--- config.mk ---
export PLATFORM = sky130hd
export DESIGN_NAME = core_pipe_ctrl
export DESIGN_NICKNAME = d
export VERILOG_FILES = /design/src/rtl/core_pkg.sv /design/src/rtl/core_perf_counter.sv /design/src/rtl/core_pipe_ctrl.sv
export SDC_FILE = /design/constraint.sdc
export NUM_CORES = 1
export LEC_CHECK = 0
export ABC_AREA = 0
export CAP_MARGIN = 20
export CORE_AREA = 8 8 106 108
export DETAILED_ROUTE_END_ITERATION = 8
export DIE_AREA = 0 0 114 116
export PLACE_DENSITY = 0.86
export SKIP_CTS_REPAIR_TIMING = 1
export SYNTH_ARGS = -nofsm -noshare
export SYNTH_HDL_FRONTEND = slang
export SYNTH_SLANG_ARGS = --single-unit
--- constraint.sdc ---
create_clock -name clk -period 3.8 [get_ports clk]
set_input_delay 0.76 -clock clk [delete_from_list [all_inputs] [get_ports clk]]
set_output_delay 0.76 -clock clk [all_outputs]
set_load 0.01 [all_outputs]
--- src/rtl/core_pkg.sv ---
// Shared constants and types for the core pipeline control slice.
package core_pkg;

  localparam int CORE_NUM_STAGES = 5;
  localparam int CORE_CNT_WIDTH  = 64;

  typedef logic [31:0] word_t;

  typedef struct packed {
    logic [CORE_CNT_WIDTH-1:0] cycle;
    logic [CORE_CNT_WIDTH-1:0] retire;
    logic [CORE_CNT_WIDTH-1:0] stall;
    logic [CORE_CNT_WIDTH-1:0] flush;
  } core_perf_t;

endpackage

--- src/rtl/core_perf_counter.sv ---
// Wrapping event counter with synchronous clear; clear wins over increment.
module core_perf_counter #(
  parameter int WIDTH = 64
) (
  input  logic             clk,
  input  logic             rst_n,
  input  logic             en,
  input  logic             clear,
  output logic [WIDTH-1:0] count
);

  always_ff @(posedge clk) begin
    if (!rst_n) begin
      count <= '0;
    end else if (clear) begin
      count <= '0;
    end else if (en) begin
      count <= count + WIDTH'(1);
    end
  end

endmodule

--- src/rtl/core_pipe_ctrl.sv ---
// In-order pipeline stall/flush/valid controller with optional performance
// counters (enabled by defining LETC_CORE_PERF_EN).
module core_pipe_ctrl
  import core_pkg::*;
#(
  parameter int NUM_STAGES = CORE_NUM_STAGES,
  parameter int CNT_WIDTH  = 64
) (
  input  logic                  clk,
  input  logic                  rst_n,
  input  logic                  fetch_valid_i,
  output logic                  fetch_ready_o,
  input  logic [NUM_STAGES-1:0] stage_busy_i,
  input  logic [NUM_STAGES-1:0] flush_req_i,
  output logic [NUM_STAGES-1:0] stage_valid_o,
  output logic [NUM_STAGES-1:0] stage_advance_o,
  output logic [NUM_STAGES-1:0] stage_kill_o,
  output logic                  retire_o,
  input  logic                  perf_clear_i,
  output logic [CNT_WIDTH-1:0]  cycle_cnt_o,
  output logic [CNT_WIDTH-1:0]  retire_cnt_o,
  output logic [CNT_WIDTH-1:0]  stall_cnt_o,
  output logic [CNT_WIDTH-1:0]  flush_cnt_o
);

  logic [NUM_STAGES-1:0] valid;
  logic [NUM_STAGES-1:0] valid_next;
  logic [NUM_STAGES-1:0] stall;
  logic [NUM_STAGES-1:0] kill;
  logic [NUM_STAGES-1:0] advance;
  logic [NUM_STAGES-1:0] feed;
  logic [NUM_STAGES-1:0] flush_live;
  logic                  accepted;

  assign flush_live = flush_req_i & valid;

  // Walk oldest to youngest: stall ripples down from older stages, kill
  // collects every live flush seen at a strictly older stage.
  always_comb begin
    logic s_acc;
    logic k_acc;
    s_acc = 1'b0;
    k_acc = 1'b0;
    stall = '0;
    kill  = '0;
    for (int i = NUM_STAGES - 1; i >= 0; i--) begin
      s_acc    = valid[i] & (stage_busy_i[i] | s_acc);
      stall[i] = s_acc;
      kill[i]  = k_acc;
      k_acc    = k_acc | flush_live[i];
    end
  end

  assign advance         = valid & ~stall & ~kill;
  assign fetch_ready_o   = ~stall[0] & ~kill[0];
  assign accepted        = fetch_valid_i & fetch_ready_o;
  assign feed            = {advance[NUM_STAGES-2:0], accepted};
  assign stage_valid_o   = valid;
  assign stage_advance_o = advance;
  assign stage_kill_o    = kill;
  assign retire_o        = advance[NUM_STAGES-1];

  always_comb begin
    valid_next = '0;
    for (int j = 0; j < NUM_STAGES; j++) begin
      if (kill[j]) begin
        valid_next[j] = 1'b0;
      end else if (stall[j]) begin
        valid_next[j] = valid[j];
      end else begin
        valid_next[j] = feed[j];
      end
    end
  end

  always_ff @(posedge clk) begin
    if (!rst_n) begin
      valid <= '0;
    end else begin
      valid <= valid_next;
    end
  end

`ifdef LETC_CORE_PERF_EN
  core_perf_counter #(.WIDTH(CNT_WIDTH)) u_cycle_cnt (
    .clk(clk), .rst_n(rst_n), .en(1'b1), .clear(perf_clear_i), .count(cycle_cnt_o)
  );
  core_perf_counter #(.WIDTH(CNT_WIDTH)) u_retire_cnt (
    .clk(clk), .rst_n(rst_n), .en(retire_o), .clear(perf_clear_i), .count(retire_cnt_o)
  );
  core_perf_counter #(.WIDTH(CNT_WIDTH)) u_stall_cnt (
    .clk(clk), .rst_n(rst_n), .en(|stall), .clear(perf_clear_i), .count(stall_cnt_o)
  );
  core_perf_counter #(.WIDTH(CNT_WIDTH)) u_flush_cnt (
    .clk(clk), .rst_n(rst_n), .en(|kill), .clear(perf_clear_i), .count(flush_cnt_o)
  );
`else
  logic unused_perf_clear;
  assign unused_perf_clear = perf_clear_i;
  assign cycle_cnt_o  = '0;
  assign retire_cnt_o = '0;
  assign stall_cnt_o  = '0;
  assign flush_cnt_o  = '0;
`endif

endmodule

==> summary.txt, run 1 <==
GRT
  • Met3 Track Usage GR: 3.75%
  • First-pass GRT wire length: 6130 um
  • GRT busiest layer: met2
  • Initial antenna violation count: 0
  • Vias in the first global route: around 1200
  • Largest net degree at the start of global routing: 10
  • Gr usage total: 6.04%
  • Met1 Track Usage GR: 6.03%
  • GRT overflow: 0
  • GR Layer Usage met2: 10.3%

Detailed routing
  • Via count: ~1100
  • ANT nets after route: 0
  • First-pass DRT Iterations: 5
  • # DRC: 0
  • DR WL/cell: 11.0 um
  • Routed vias/inst: 2.43
  • Routed WL: around 5000 um
  • Detailed Route Iter0 Violations: 32

Synthesis
  • Main area contributors after synthesis: buf_4 85%, dfxtp_1 4.4%, a211oi_1 1.3%, o21ai_0 1.1%, nand3b_1 0.99%
  • Cell taking the most area after synthesis: buf_4
  • Syn Std Cell Area: around 0.0023 mm2
  • Synthesized flop and latch total: 5
  • Netlist cell types: 23
  • Synth Instances: ~300
  • Top-area cell type share of the netlist area: ~85%
  • Mapped Avg Cell Area: roughly 7.6 um2
  • Synth Warn #: 0
  • Seq/Total Area, Yosys: roughly 4.4%

Flow run
  • Number of max-cap violations: 0

Die
  • Boundary Pins: between 200 and 300
  • Row count: 36
  • Die width: 114 um
  • Chip height: 116 um
  • Initial core utilization: 23.8%
  • Die area: roughly 0.013 mm2
  • Core Region: 0.00955 mm2

Layout
  • Antenna Cells: 0
  • Ratio of cells with drive above 1 in the final layout: 2.40%
  • Largest register FFs: 5
  • Area grow syn2layout: -20.7%
  • Fin nets: 348

Clock network
  • CTS tree: done
  • Clock Path Buffers: 2
  • CTS Buf Count: 3
  • H-tree depth: 1
  • Clk pin slew, worst setup/hold paths: about 0.040 ns
  • Sink Count: 5
  • Clk root buf: clkbuf_8
  • Clock Latency Late Sink: about 0.22 ns

Worst setup path
  • CP dominant cell by count: clkdlybuf4s50_1
  • CP max stage delay: 0.60 ns
  • Required time of the critical path: 3.04 ns
  • CP Class: input pin to output pin
  • CP Cell Sequence: clkdlybuf4s50_1, a21oi_1, a2bb2oi_1, nor3b_1, clkdlybuf4s50_1
  • Bufs and invs on worst path: 2
  • Crit path DAT: 2.77 ns
  • Crit. End Element: output pin
  • Worst Setup Start Kind: input pin
  • CP max stage cell: clkdlybuf4s50_1
  • CP Max Fanout: 5
  • Top delay family on crit path: buffers and inverters

Place
  • Port bufs: 27
  • HPWL after DPL: approximately 5000 um
  • Routability Congestion: 0.781

STA
  • Pins over their slew limit: 0
  • Fmax: 284 MHz
  • Final period util: 92.8%
  • RSZ-0062 raised after global routing: false
  • Max-slew headroom: between 60% and 70%
  • Period minus WS final: between 3 and 4 ns
  • Setup Viol. Count Final: 0
  • Worst slew pin tran: ~0.52 ns
  • Setup TNS: 0 ns
  • Worst Skew: 0.00210 ns
  • Hold violation total from the final report: 0

Power
  • Post-layout power: ~0.32 mW
  • Worst vdd ir: approximately 0.075 mV
  • Pwr dens: 180 mW/mm2
  • Leakage: 1.11 nW

Status
  • Status: finished, final reports clean

Min path
  • Min-delay worst type: flip-flop to flip-flop
-- cell type report --
cell class | instances | area, um2
Multi-Input combinational cell | 291 | 1190
Inverter | 3 | 11.3
Timing Repair Buffer | 30 | 293
Clock buffer | 4 | 45.0
Tap cell | 133 | 166
Fill cell | 1100 | 7740
Sequential cell | 5 | 100
-- report_power, final --
| group | switching (mW) | total, mW | leakage (nW) | internal (mW) |
|---|---|---|---|---|
| clock network | 0.0309 | 0.103 | 0.0228 | 0.0725 |
| registers | 0.00245 | 0.0568 | 0.0406 | 0.0544 |
| logic | 0.142 | 0.164 | 1.04 | 0.0224 |
| total | 0.175 | 0.324 | 1.11 | 0.149 |
-- final timing paths --
| path | from | endpoint | slack (ns) | cells past startpoint |
|---|---|---|---|---|
| hold / removal | stage_valid_o[0] | stage_valid_o[1] | 0.56 | 2 |
| setup reg to reg | stage_valid_o[4] | stage_valid_o[1] | 2.45 | 5 |
| hold reg to reg | stage_valid_o[0] | stage_valid_o[1] | 0.56 | 2 |
| setup / recovery | stage_busy_i[4] | stage_advance_o[0] | 0.27 | 5 |
-- kinds of logic (layout without fill, tap and decap cells) --
| logic type | Yosys count | count (layout) | synth area share [%] |
|---|---|---|---|
| buffers and inverters | 261 | 37 | 85.6 |
| AOI/OAI and AO/OA | 18 | 18 | 5.55 |
| and+or+nand+nor | 16 | 16 | 4.29 |
| DFF | 5 | 5 | 4.40 |
| other | 1 | 257 | 0.165 |
-- per-stage QoR --
stage / instances / worst slack (ns) / hold slack [ns] / instance area [um2] / util, %
2_1_floorplan: 557 / 1.34 / 0.559 / 3240 / -
3_3_place_gp: 462 / 0.242 / 0.549 / 1760 / 18.4
3_5_place_dp: 462 / 0.262 / 0.558 / 1760 / 18.4
4_1_cts: 466 / 0.245 / 0.567 / 1800 / 18.9
5_1_grt: 466 / 0.166 / 0.597 / 1800 / 18.9
6_report: 466 / 0.274 / 0.559 / 1800 / 18.9
-- worst reg2reg max path, stage by stage, from the launching register on --
cell and delay [ns]:
dfxtp_1 0.37, a222oi_1 0.34, buf_4 0.20, inv_1 0.06, buf_4 0.13, a211oi_1 0.18
-- per-layer routing --
layer	vias up	wire length (um)
met5	-	0
met4	0	46
met3	2	927
met2	157	2460
met1	486	1700
li1	486	-
-- layout by cell type (no fill, tap or decap) --
cell and n:
a211oi_1 4, a211oi_2 1, a21o_1 1, a21oi_1 2
a222oi_1 1, a22oi_1 1, a2bb2oi_1 1, and2_1 2
and2b_1 1, and3b_1 1, buf_4 3, clkbuf_1 1
clkbuf_8 3, clkdlybuf4s50_1 27, conb_1 257, dfxtp_1 5
inv_1 3, nand2_1 2, nand3_1 1, nand3b_1 3
nor2_1 2, nor2b_1 2, nor3b_1 1, o21a_1 2
o21ai_0 5, or2_2 1
-- cell usage after synthesis --
cell type and n:
a211oi_1 4, a211oi_2 1, a21o_1 1, a21oi_1 2, a222oi_1 1, a22oi_1 1, a2bb2oi_1 1, and2_1 2
and2b_1 1, and3b_1 1, buf_4 258, conb_1 1, dfxtp_1 5, inv_1 3, nand2_1 2, nand3_1 1
nand3b_1 3, nor2_1 2, nor2b_1 2, nor3b_1 1, o21a_1 2, o21ai_0 5, or2_2 1
(Power assumes the default switching activity.)
==> run 2: changes to the inputs <==
- clock period: 3.8 -> 4.41 ns (I/O delays scaled with it)
==> run 2 against run 1 <==
  * Via count rose by 1.1%
  * First-iteration DRC count up 78%
  * Clock power is 15% lower
  * Non-clock buffer count is 2 lower
  * Count of clock-buffer cells in the layout is the same
  * Setup slack gained 0.30 ns
  * Core utilization fell by 0.16 points
  * Sequential cell count did not move
  * Hold slack gained 0.013 ns
  * Critical path depth unchanged
  * Sequential power shrank 14%
  * Final cell count shrank 0.43%
  * Critical path type unchanged
  * Critical endpoint unchanged
  * Largest power group unchanged
  * Highest routed layer unchanged
==> summary.txt, run 2 (same netlist as run 1, synthesis figures left out) <==
Worst setup path
  • Required time of the critical path: between 3 and 4 ns
  • Start of the worst register-to-register path: stage_valid_o[4]
  • Critical Path Source: stage_busy_i[4]
  • CP Cell Sequence: clkdlybuf4s50_1, a21oi_1, a2bb2oi_1, nor3b_1, clkdlybuf4s50_1
  • Top delay family on crit path: buffers and inverters
  • CP dominant cell by count: clkdlybuf4s50_1
  • Bufs and invs on worst path: 2
  • Crit. End Element: output pin
  • Worst Setup Start Kind: input pin
  • CP Max Fanout: 5
  • CP Class: input pin to output pin
  • Crit path DAT: 2.95 ns
  • CP max stage cell: clkdlybuf4s50_1
  • CP max stage delay: 0.60 ns

STA
  • Worst Skew: between 0.003 and 0.004 ns
  • Setup Viol. Count Final: 0
  • Hold violation total from the final report: 0
  • RSZ-0062 raised after global routing: false
  • Fmax: 261 MHz
  • Worst slew pin tran: 0.635 ns
  • Setup TNS: 0 ns
  • Final period util: 86.9%
  • Max-slew headroom: 57.2%
  • Pins over their slew limit: 0
  • Period minus WS final: 3.83 ns

Min path
  • Worst hold path startpoint: stage_valid_o[0]
  • Min-delay worst type: flip-flop to flip-flop

Layout
  • Leading cell type in the layout, fill and taps excluded: conb_1
  • Fin nets: 346
  • Area grow syn2layout: -21.4%
  • FILL cells: 1095
  • Largest register FFs: 5
  • Antenna Cells: 0
  • Ratio of cells with drive above 1 in the final layout: about 1.8%
  • Most frequent cells in the layout: 257 x conb_1, 27 x clkdlybuf4s50_1, 5 x o21ai_0, 5 x dfxtp_1, 4 x a211oi_1
  • Final non-filler cell total: 464

Die
  • Die width: 114 um
  • Row count: 36
  • Boundary Pins: about 290
  • Chip height: approximately 120 um
  • Core Region: 0.00955 mm2
  • Initial core utilization: 23.8%
  • Die area: between 0.01 and 0.015 mm2

GRT
  • First-pass GRT wire length: about 5900 um
  • Initial antenna violation count: 0
  • GRT overflow: 0
  • Gr usage total: 5.78%
  • Vias in the first global route: approximately 1100
  • Largest net degree at the start of global routing: 10

Power
  • Switching power: 0.150 mW
  • Int Power: 0.128 mW
  • Sequential Power Share: between 10% and 20%
  • Clk pwr share: 31.5%
  • Pwr dens: 155 mW/mm2
  • Leakage: 1.10 nW
  • Sw Ratio: between 50% and 60%
  • Combinational share of power: 50.8%
  • Worst vdd ir: 0.0770 mV

Place
  • Placed cells: 460
  • Port bufs: 27
  • Routability Congestion: 0.769
  • HPWL after DPL: slightly below 5000 um

Detailed routing
  • Routed vias/inst: 2.47
  • Detailed Route Iter0 Violations: 57
  • Via count: 1144
  • Routed WL: 5040 um
  • ANT nets after route: 0
  • DR WL/cell: 10.9 um
  • First-pass DRT Iterations: 4
  • # DRC: 0

Clock network
  • Sink Count: 5
  • CTS Buf Count: 3
  • Clk pin slew, worst setup/hold paths: 0.04 ns
  • CTS tree: done
  • Clock Latency Late Sink: between 0.2 and 0.25 ns
  • Clock Path Buffers: 2
  • Clk root buf: clkbuf_8
  • H-tree depth: 1

Flow run
  • Number of max-cap violations: 0

Status
  • Status: finished, final reports clean
==> run 2: stage by stage <==
step / util, % / area, um2 / setup WS [ns] / hold WS (ns) / power, mW
floorplan: - / 3240 / 1.71 / 0.559 / 0.322
global placement: 18.3 / 1740 / 0.611 / 0.552 / 0.177
detailed placement: 18.3 / 1740 / 0.606 / 0.559 / 0.177
CTS: 18.7 / 1790 / 0.592 / 0.568 / 0.270
global route: 18.7 / 1790 / 0.498 / 0.620 / 0.304
finish: 18.7 / 1790 / 0.578 / 0.572 / 0.278
==> run 2: worst paths after layout <==
kind                         to  slack (ns)  depth (start not counted)
max          stage_advance_o[0]        0.58                          5
min reg2reg    stage_valid_o[1]        0.57                          2
max reg2reg    stage_valid_o[1]        3.06                          3
min            stage_valid_o[1]        0.57                          2
==> run 2: power by group through the flow <==
stage	Sequential, mW	Combinational, mW	Clock, mW
finish	0.0491	0.141	0.0875
detailed placement	0.0497	0.128	0
CTS	0.0490	0.128	0.0934
global route	0.0494	0.155	0.0996
floorplan	0.0496	0.272	0
global placement	0.0496	0.128	0
==> run 2: routing by layer <==
metal  track usage [%]  vias up  part of all wire [%]
met1              5.89      496                    32
met5                 0        -                     0
met3              3.91        2                    20
li1                  -      482                     -
met2              9.38      164                    47
met4              1.86        0                  0.75
==> run 2: layout make-up <==
class | instances | area (um2) | share of cell area (%)
clock buffer | 4 | 45.0 | 2.52
inverter | 3 | 11.3 | 0.629
multi-input combinational | 291 | 1190 | 66.4
sequential | 5 | 100 | 5.59
tap | 133 | 166 | 9.30
timing repair buffer | 28 | 278 | 15.5
==> run 2: tightest hold or removal path: stages (launching register included) <==
cell and delay [ns]:
dfxtp_1 0.33, nand3b_1 0.12, a211oi_1 0.07
==> run 3: changes to the inputs <==
- CAP_MARGIN: 20 -> default
==> results of run 3 <==
The final DEF is identical to that of run 2; final timing and power are the same.
